<file path="config.mk">
export PLATFORM = sky130hd
export DESIGN_NAME = fir_output_collector
export DESIGN_NICKNAME = d
export VERILOG_FILES = /design/src/rtl/fir_output_collector.sv
export SDC_FILE = /design/constraint.sdc
export NUM_CORES = 1
export LEC_CHECK = 0
export ABC_AREA = 1
export CAP_MARGIN = 20
export CORE_MARGIN = 4
export CORE_UTILIZATION = 45
export DETAILED_ROUTE_END_ITERATION = 8
export HOLD_SLACK_MARGIN = 0.15
export SYNTH_ARGS = -nofsm -noshare
export SYNTH_HDL_FRONTEND = slang
export SYNTH_SLANG_ARGS = --single-unit
</file>
<file path="constraint.sdc">
create_clock -name clk -period 9.4 [get_ports clk]
set_input_delay 2.82 -clock clk [delete_from_list [all_inputs] [get_ports clk]]
set_output_delay 2.82 -clock clk [all_outputs]
set_load 0.005 [all_outputs]
</file>
<file path="src/rtl/fir_output_collector.sv">
// Output collector for the folded FIR: tracks fold phase, drops pipeline-fill
// results, and buffers accepted samples in a show-ahead valid/ready FIFO.
`timescale 1ns/1ps
module fir_output_collector #(
  parameter int WIDTH      = 16,
  parameter int FOLD       = 29,
  parameter int PHASE      = 2,
  parameter int SKIP       = 1,
  parameter int FIFO_DEPTH = 8
) (
  input  logic                          clk,
  input  logic                          rst,
  input  logic                          en,
  input  logic [WIDTH-1:0]              fir_dout,
  output logic [WIDTH-1:0]              m_data,
  output logic                          m_valid,
  input  logic                          m_ready,
  output logic                          overflow,
  output logic [20:0]                   sample_cnt,
  output logic [$clog2(FIFO_DEPTH):0]   fifo_level
);

  localparam int PW = (FOLD > 1) ? $clog2(FOLD) : 1;
  localparam int AW = $clog2(FIFO_DEPTH);
  localparam int LW = AW + 1;
  localparam int SW = (SKIP > 0) ? $clog2(SKIP + 1) : 1;
  localparam int CW = 21;
  localparam logic [PW-1:0] PHASE_LAST = PW'(FOLD - 1);
  localparam logic [PW-1:0] PHASE_HIT  = PW'(PHASE);
  localparam logic [SW-1:0] SKIP_LAST  = SW'((SKIP > 0) ? SKIP - 1 : 0);
  localparam logic [LW-1:0] LEVEL_FULL = LW'(FIFO_DEPTH);

  typedef enum logic [1:0] {
    ST_IDLE,
    ST_SKIP,
    ST_RUN
  } state_e;

  state_e            state_q, state_d, eff_state;
  logic [PW-1:0]     phase_q, phase_d;
  logic [SW-1:0]     skip_cnt_q, skip_cnt_d;
  logic [AW-1:0]     wr_ptr_q, wr_ptr_d, rd_ptr_q, rd_ptr_d;
  logic [LW-1:0]     count_q, count_d;
  logic [WIDTH-1:0]  mem_q [FIFO_DEPTH];
  logic [WIDTH-1:0]  mem_d [FIFO_DEPTH];
  logic              overflow_q, overflow_d;
  logic [CW-1:0]     sample_cnt_q, sample_cnt_d;
  logic              strobe, push_req, do_push, do_pop, full, empty;

  // Fold phase: advances on enabled cycles only, wraps at FOLD-1.
  always_comb begin
    phase_d = phase_q;
    if (en) begin
      phase_d = (phase_q == PHASE_LAST) ? '0 : phase_q + 1'b1;
    end
  end

  assign strobe = en && (phase_q == PHASE_HIT);

  // FSM state register plus skip counter.
  always_ff @(posedge clk) begin
    if (!rst) begin
      state_q    <= ST_IDLE;
      skip_cnt_q <= '0;
    end else begin
      state_q    <= state_d;
      skip_cnt_q <= skip_cnt_d;
    end
  end

  // Next-state logic; IDLE leaves on the same edge as a possible strobe, so
  // the strobe is judged against the state being entered (eff_state).
  always_comb begin
    eff_state = state_q;
    if (state_q == ST_IDLE && en) begin
      eff_state = (SKIP > 0) ? ST_SKIP : ST_RUN;
    end
    state_d    = eff_state;
    skip_cnt_d = skip_cnt_q;
    if (eff_state == ST_SKIP && strobe) begin
      skip_cnt_d = skip_cnt_q + 1'b1;
      if (skip_cnt_q == SKIP_LAST) begin
        state_d = ST_RUN;
      end
    end
  end

  // FSM output: a strobe in RUN requests a FIFO push.
  always_comb begin
    push_req = strobe && (eff_state == ST_RUN);
  end

  assign empty   = (count_q == '0);
  assign full    = (count_q == LEVEL_FULL);
  assign do_pop  = !empty && m_ready;
  assign do_push = push_req && (!full || do_pop);

  // FIFO pointers, occupancy, overflow flag and saturating accept counter.
  always_comb begin
    wr_ptr_d     = do_push ? wr_ptr_q + 1'b1 : wr_ptr_q;
    rd_ptr_d     = do_pop  ? rd_ptr_q + 1'b1 : rd_ptr_q;
    count_d      = count_q;
    if (do_push && !do_pop) begin
      count_d = count_q + 1'b1;
    end else if (!do_push && do_pop) begin
      count_d = count_q - 1'b1;
    end
    overflow_d   = overflow_q | (push_req && full && !do_pop);
    sample_cnt_d = sample_cnt_q;
    if (do_push && sample_cnt_q != '1) begin
      sample_cnt_d = sample_cnt_q + 1'b1;
    end
  end

  // FIFO storage write.
  always_comb begin
    mem_d = mem_q;
    if (do_push) begin
      mem_d[wr_ptr_q] = fir_dout;
    end
  end

  // Control registers with synchronous active-low reset.
  always_ff @(posedge clk) begin
    if (!rst) begin
      phase_q      <= '0;
      wr_ptr_q     <= '0;
      rd_ptr_q     <= '0;
      count_q      <= '0;
      overflow_q   <= 1'b0;
      sample_cnt_q <= '0;
    end else begin
      phase_q      <= phase_d;
      wr_ptr_q     <= wr_ptr_d;
      rd_ptr_q     <= rd_ptr_d;
      count_q      <= count_d;
      overflow_q   <= overflow_d;
      sample_cnt_q <= sample_cnt_d;
    end
  end

  // Storage array; contents are don't-care while the FIFO is empty.
  always_ff @(posedge clk) begin
    mem_q <= mem_d;
  end

  assign m_valid    = !empty;
  assign m_data     = empty ? '0 : mem_q[rd_ptr_q];
  assign overflow   = overflow_q;
  assign sample_cnt = sample_cnt_q;
  assign fifo_level = count_q;

endmodule

</file>
==> results.toml, run 1 <==
[floorplanning]
start_util_pct = 46.0
die_y_um = 135
coreArea_mm2 = 0.0159
rows = 46
io-pin-count = 63
chipWidth_um = 135
die-area_mm2 = 0.0183

[job]
maxCapViolations = 0

[final_layout]
final_cell_mix = "189 x nor2_1, 128 x edfxtp_1, 87 x o21ai_0"
nFillCells = 1408
multi_input_area_mm2 = 0.00241
diodes = 0
nets = 800
area.growth.synth_to_final_pct = 19.2
final_layout_size_suffix_gt1_share_pct = 8.30
final_common_cell = "nor2_1"
seq_area_mm2 = 0.00465
fin_area_mm2 = 0.00871

[logic_synthesis]
synth.cell_area_mm2 = 0.00731
synthDistinctLibCells = 38
synth_area_per_cell_um2 = 10.2
ys_warn_count = 0
synth_fp_nets = 743
yosys_register_bits = 168
synthCells = 713
synth-seq-area-share_pct = 63.6

[clock_tree]
cts_buffers = 17
cts_resized = 0
cts_tree = "done"
clkTransAtPathRegs_ns = 0.06
clk_latency_ns = 0.42
root_buffer = "clkbuf_16"
postCtsHoldBufs = 0
cts_buffer_depth = 2
cts_setup_buffers = 0
htreeDepth = 4
clock_sinks = 168

[grt]
grt_usage_pct = 17.4
grt_pass1_wl_um = 24800
grt-ovfl-total = 0
grt_pass1_vias = 5007
antenna_found_initial = 0
grt_max_degree = 67

[route]
postRouteAntennaNets = 0
drt_first_pass_iters = 5
wire_per_inst_um = 15.2
dr.first_iter.drc_count = 300
drc_errors = 0
via_per_inst = 5.09
vias = 5087
drt_wl_total_um = 15200

[hold_path]
hold_class = "flip-flop to flip-flop"
hold_depth = 2
holdCritStartpoint = "skip_cnt_q"

[setup_path]
rrSetupSlack_ns = 6.34
crit_arrival_ns = 3.15
startpoint_type = "flip-flop"
path_class = "flip-flop to output port"
crit_path_end_kind = "output port"
startpoint = "rd_ptr_q[0]"
path_max_fanout = 46
cp.required_ns = 6.58
r2r_cells = 11
rr_startpoint = "fifo_level[0]"

[timing]
timing.final.crit_share_pct = 63.5
grt_setup_unrepaired = "false"
setup_slack_ns = 3.43
max_slew.worst_pin.slew_ns = 1.02
setup_violations = 0
hold_ws_ns = 0.466
slew_headroom_pct = 31.8
fin_tns_setup_ns = 0
final-max-slew-violation-count = 0
skew_ns = 0.00834
fin_crit_ns = 5.97
max_freq_ghz = 0.168
finalHoldViolations = 0

[placed_design]
io_buffers = 62
dp_slack_ns = 3.18
post-dp-hpwl_um = 9260
place_area_mm2 = 0.00815
globalplace.congestion = 0.766

[pwr]
peakVddDrop_v = 0.000175
finalPower_uw = 2050
p_per_area_mw_per_mm2 = 236
leakagePower_uw = 0.00307

[run_status]
status = "finished, final reports clean"
==> synth_stat cells <==
cell type / n / share of area, %
nor2_1: 189 / 9.7
edfxtp_1: 128 / 53
o21ai_0: 87 / 6.0
nand2_1: 71 / 3.6
dfxtp_1: 40 / 11
inv_1: 39 / 2.0
clkbuf_1: 17 / 0.87
nand3_1: 17 / 1.2
o32ai_1: 16 / 1.9
a21oi_1: 15 / 1.0
nor3_1: 15 / 1.0
xor2_1: 11 / 1.3
o21ai_1: 10 / 0.69
ha_1: 9 / 1.5
buf_2: 7 / 0.48
a21oi_2: 6 / 0.72
xnor2_1: 5 / 0.60
buf_1: 4 / 0.21
nand2_2: 4 / 0.34
buf_4: 2 / 0.21
nand2_4: 2 / 0.31
nor2_2: 2 / 0.17
nor2_4: 2 / 0.31
a31oi_1: 1 / 0.086
and2_1: 1 / 0.086
buf_6: 1 / 0.15
buf_8: 1 / 0.21
clkinv_2: 1 / 0.068
fa_1: 1 / 0.27
inv_2: 1 / 0.051
nand2_8: 1 / 0.27
nand3_2: 1 / 0.14
nand4_1: 1 / 0.086
nor2_8: 1 / 0.27
nor3_4: 1 / 0.22
nor3b_1: 1 / 0.10
o21bai_1: 1 / 0.10
or2_2: 1 / 0.086
==> flip-flops by register name, summed over array words and instances, names as in the netlist <==
| name | cells |
|---|---|
| sample_cnt | 21 |
| skip_cnt_q | 1 |
| fifo_level | 4 |
| mem_q | 128 |
| rd_ptr_q | 3 |
| wr_ptr_q | 3 |
| overflow | 1 |
| phase_q | 5 |
| state_q | 2 |
==> cell families after synthesis <==
family | Yosys count | synth area share [%]
simple gates | 310 | 17.9
flops | 168 | 63.6
compound gates | 136 | 10.5
buf+inv | 73 | 4.25
xor+xnor | 16 | 1.92
fa+ha+maj | 10 | 1.82
==> stage by stage <==
stage          util, %  cells
2_1_floorplan        -    713
3_3_place_gp      51.3    965
3_5_place_dp      51.3    965
4_1_cts           54.6    997
5_1_grt           54.8    999
6_report          54.8    999
==> worst max-delay path, stage by stage (launching register included) <==
cell and delay [ns]:
dfxtp_2 0.64, clkinv_1 0.59, buf_4 0.48, o21ai_0 0.21
o21ai_0 0.11, o21ai_0 0.15, nor2_1 0.08, clkdlybuf4s50_1 0.44
==> worst paths after layout <==
path,endpoint
setup reg to reg,fifo_level[3]
hold reg to reg,skip_cnt_q
hold / removal,skip_cnt_q
setup / recovery,m_data[0]
==> power by group <==
| group | switching [uW] | internal, uW | total (uW) |
|---|---|---|---|
| Sequential | 32.4 | 812 | 845 |
| Clock | 264 | 356 | 620 |
| Combinational | 315 | 273 | 588 |
| Total | 611 | 1440 | 2050 |
==> layer usage <==
layer  wire, um  part of all wire, %  up-vias  track usage (%)
met5          0                    0        -                0
met4        233                  1.5        0             5.88
met1       6820                   45     2409             22.0
met3        637                  4.2       17             3.68
met2       7500                   49      110             29.8
li1           -                    -     2551                -
==> layout make-up <==
type                    count  share of cell area [%]
clock inverters            13                    1.01
flip-flops and latches    168                    53.4
multi-input cells         472                    27.7
repair buffers             70                    8.10
inverters                  41                    1.78
well taps                 216                    3.10
clock buffers              19                    4.97
Note: power is estimated with default switching activity, not from simulation.
==> inputs of run 2 (changes only) <==
PLACE_DENSITY = 0.67   (was unset)
clock period = 4.9 ns   (was 9.4 ns; I/O delays follow)
==> run 2 against run 1 <==
Net effect:
- critical endpoint is now m_data[14]
- clock power grew 120%
- clock-buffer cell count shrank 2
- combinational power grew 94%
- die area is the same
- sequential share of layout area shrank 0.61 points
- core utilization grew 0.64 points
- sequential cell count is the same
==> results.toml, run 2 (same netlist as run 1, synthesis figures left out) <==
[timing]
grt_setup_unrepaired = "false"
setup_slack_ns = 0.848
max_freq_ghz = 0.247
skew_ns = 0.00890
fin_crit_ns = 4.05
timing.final.crit_share_pct = 82.7
setup_violations = 0
slew_headroom_pct = 41.6
finalHoldViolations = 0
max_slew.worst_pin.slew_ns = 0.874
final-max-slew-violation-count = 0
fin_tns_setup_ns = 0

[clock_tree]
cts_tree = "done"
cts_buffers = 17
cts_resized = 0
clkTransAtPathRegs_ns = 0.06
cts_buffer_depth = 2
root_buffer = "clkbuf_16"
htreeDepth = 4
clock_sinks = 168
clk_latency_ns = 0.42
postCtsHoldBufs = 0
cts_setup_buffers = 0

[setup_path]
rr_startpoint = "fifo_level[0]"
crit_path_end_kind = "output port"
crit_chain = "inv_1 -> buf_4 -> nor2_1 -> o32ai_1 -> nor2_1 -> nor2_1 -> clkdlybuf4s50_1"
path_max_fanout = 22
cp.required_ns = 3.43
crit_arrival_ns = 2.58
crit_slowest_cell = "clkdlybuf4s50_1"
crit_top_cell = "nor2_1"
startpoint = "rd_ptr_q[0]"
startpoint_type = "flip-flop"
critPathMaxStageDelay_ns = 0.53
path_class = "flip-flop to output port"

[grt]
grt_pass1_vias = 5125
grt_usage_pct = 17.8
antenna_found_initial = 0
grt_pass1_wl_um = 25700
grt_max_degree = 66
grt-ovfl-total = 0

[run_status]
status = "finished, final reports clean"

[hold_path]
hold_class = "flip-flop to flip-flop"
holdCritStartpoint = "skip_cnt_q"

[pwr]
p_per_area_mw_per_mm2 = 470
peakVddDrop_v = 0.000253
finalPower_uw = 4140
leakagePower_uw = 0.00312

[route]
dr.first_iter.drc_count = 263
drc_errors = 0
drt_first_pass_iters = 4
via_per_inst = 5.21
wire_per_inst_um = 15.7
drt_wl_total_um = 15800
vias = 5236
postRouteAntennaNets = 0

[final_layout]
final_layout_size_suffix_gt1_share_pct = 9.63
diodes = 0
largest_reg_flops = 128
nets = 806
top_register = "mem_q"
final_cell_mix = "189 x nor2_1, 128 x edfxtp_1, 87 x o21ai_0"
fin_area_mm2 = 0.00881
final_common_cell = "nor2_1"
area.growth.synth_to_final_pct = 20.6

[floorplanning]
rows = 46
coreArea_mm2 = 0.0159
die_y_um = 135
die-area_mm2 = 0.0183
io-pin-count = 63
chipWidth_um = 135
start_util_pct = 46.0

[placed_design]
dp_slack_ns = 0.862
post-dp-hpwl_um = 9640
io_buffers = 62
globalplace.congestion = 0.818
place_area_mm2 = 0.00820

[job]
maxCapViolations = 0
-- run 2: cell types whose count changed in the layout (fill, tap and decap cells not counted), moves of 2 or more --
cell | before | now
bufinv_16 | 1 | 4
clkbuf_1 | 2 | 0
buf_4 | 6 | 13
clkinv_1 | 7 | 3
nor3_4 | 4 | 1
nor3_2 | 5 | 8
-- run 2: final timing paths --
kind	to	slack, ns	cells after the start
setup / recovery	m_data[14]	0.85	7
hold / removal	skip_cnt_q	0.47	2
setup reg to reg	fifo_level[3]	1.94	11
hold reg to reg	skip_cnt_q	0.47	2
-- run 2: metrics by stage --
step	std cells	util, %	hold WS (ns)
2_1_floorplan	713	-	0.444
6_report	1005	55.5	0.466
3_3_place_gp	973	51.6	0.455
4_1_cts	1005	55.5	0.468
3_5_place_dp	973	51.6	0.458
5_1_grt	1005	55.5	0.491
-- run 2: worst max-delay path, delay by kind of cell, from the launching register on --
| kind | cells | cell delay (ns) |
|---|---|---|
| and+or+nand+nor | 3 | 0.31 |
| buffers and inverters | 3 | 1.30 |
| DFF | 1 | 0.32 |
| AOI/OAI and AO/OA | 1 | 0.24 |
-- run 2: power breakdown --
| group | internal, uW | total (uW) | switching [uW] |
|---|---|---|---|
| Combinational | 520 | 1140 | 621 |
| Clock | 844 | 1370 | 528 |
| Sequential | 1560 | 1630 | 68.1 |
-- run 2: layer usage --
metal	up-vias	GRT usage [%]	routed length, um
li1	2561	-	-
met2	127	30.4	7860
met1	2522	22.3	6940
met5	-	0	0
met3	26	3.64	602
met4	0	6.94	363
-- run 2: final cells by class --
type,instances,area (um^2)
tap,216,270
multi-input combinational,472,2390
clock inverter,15,183
clock buffer,17,425
timing repair buffer,76,738
inverter,41,155
sequential,168,4650
fill,1364,7080
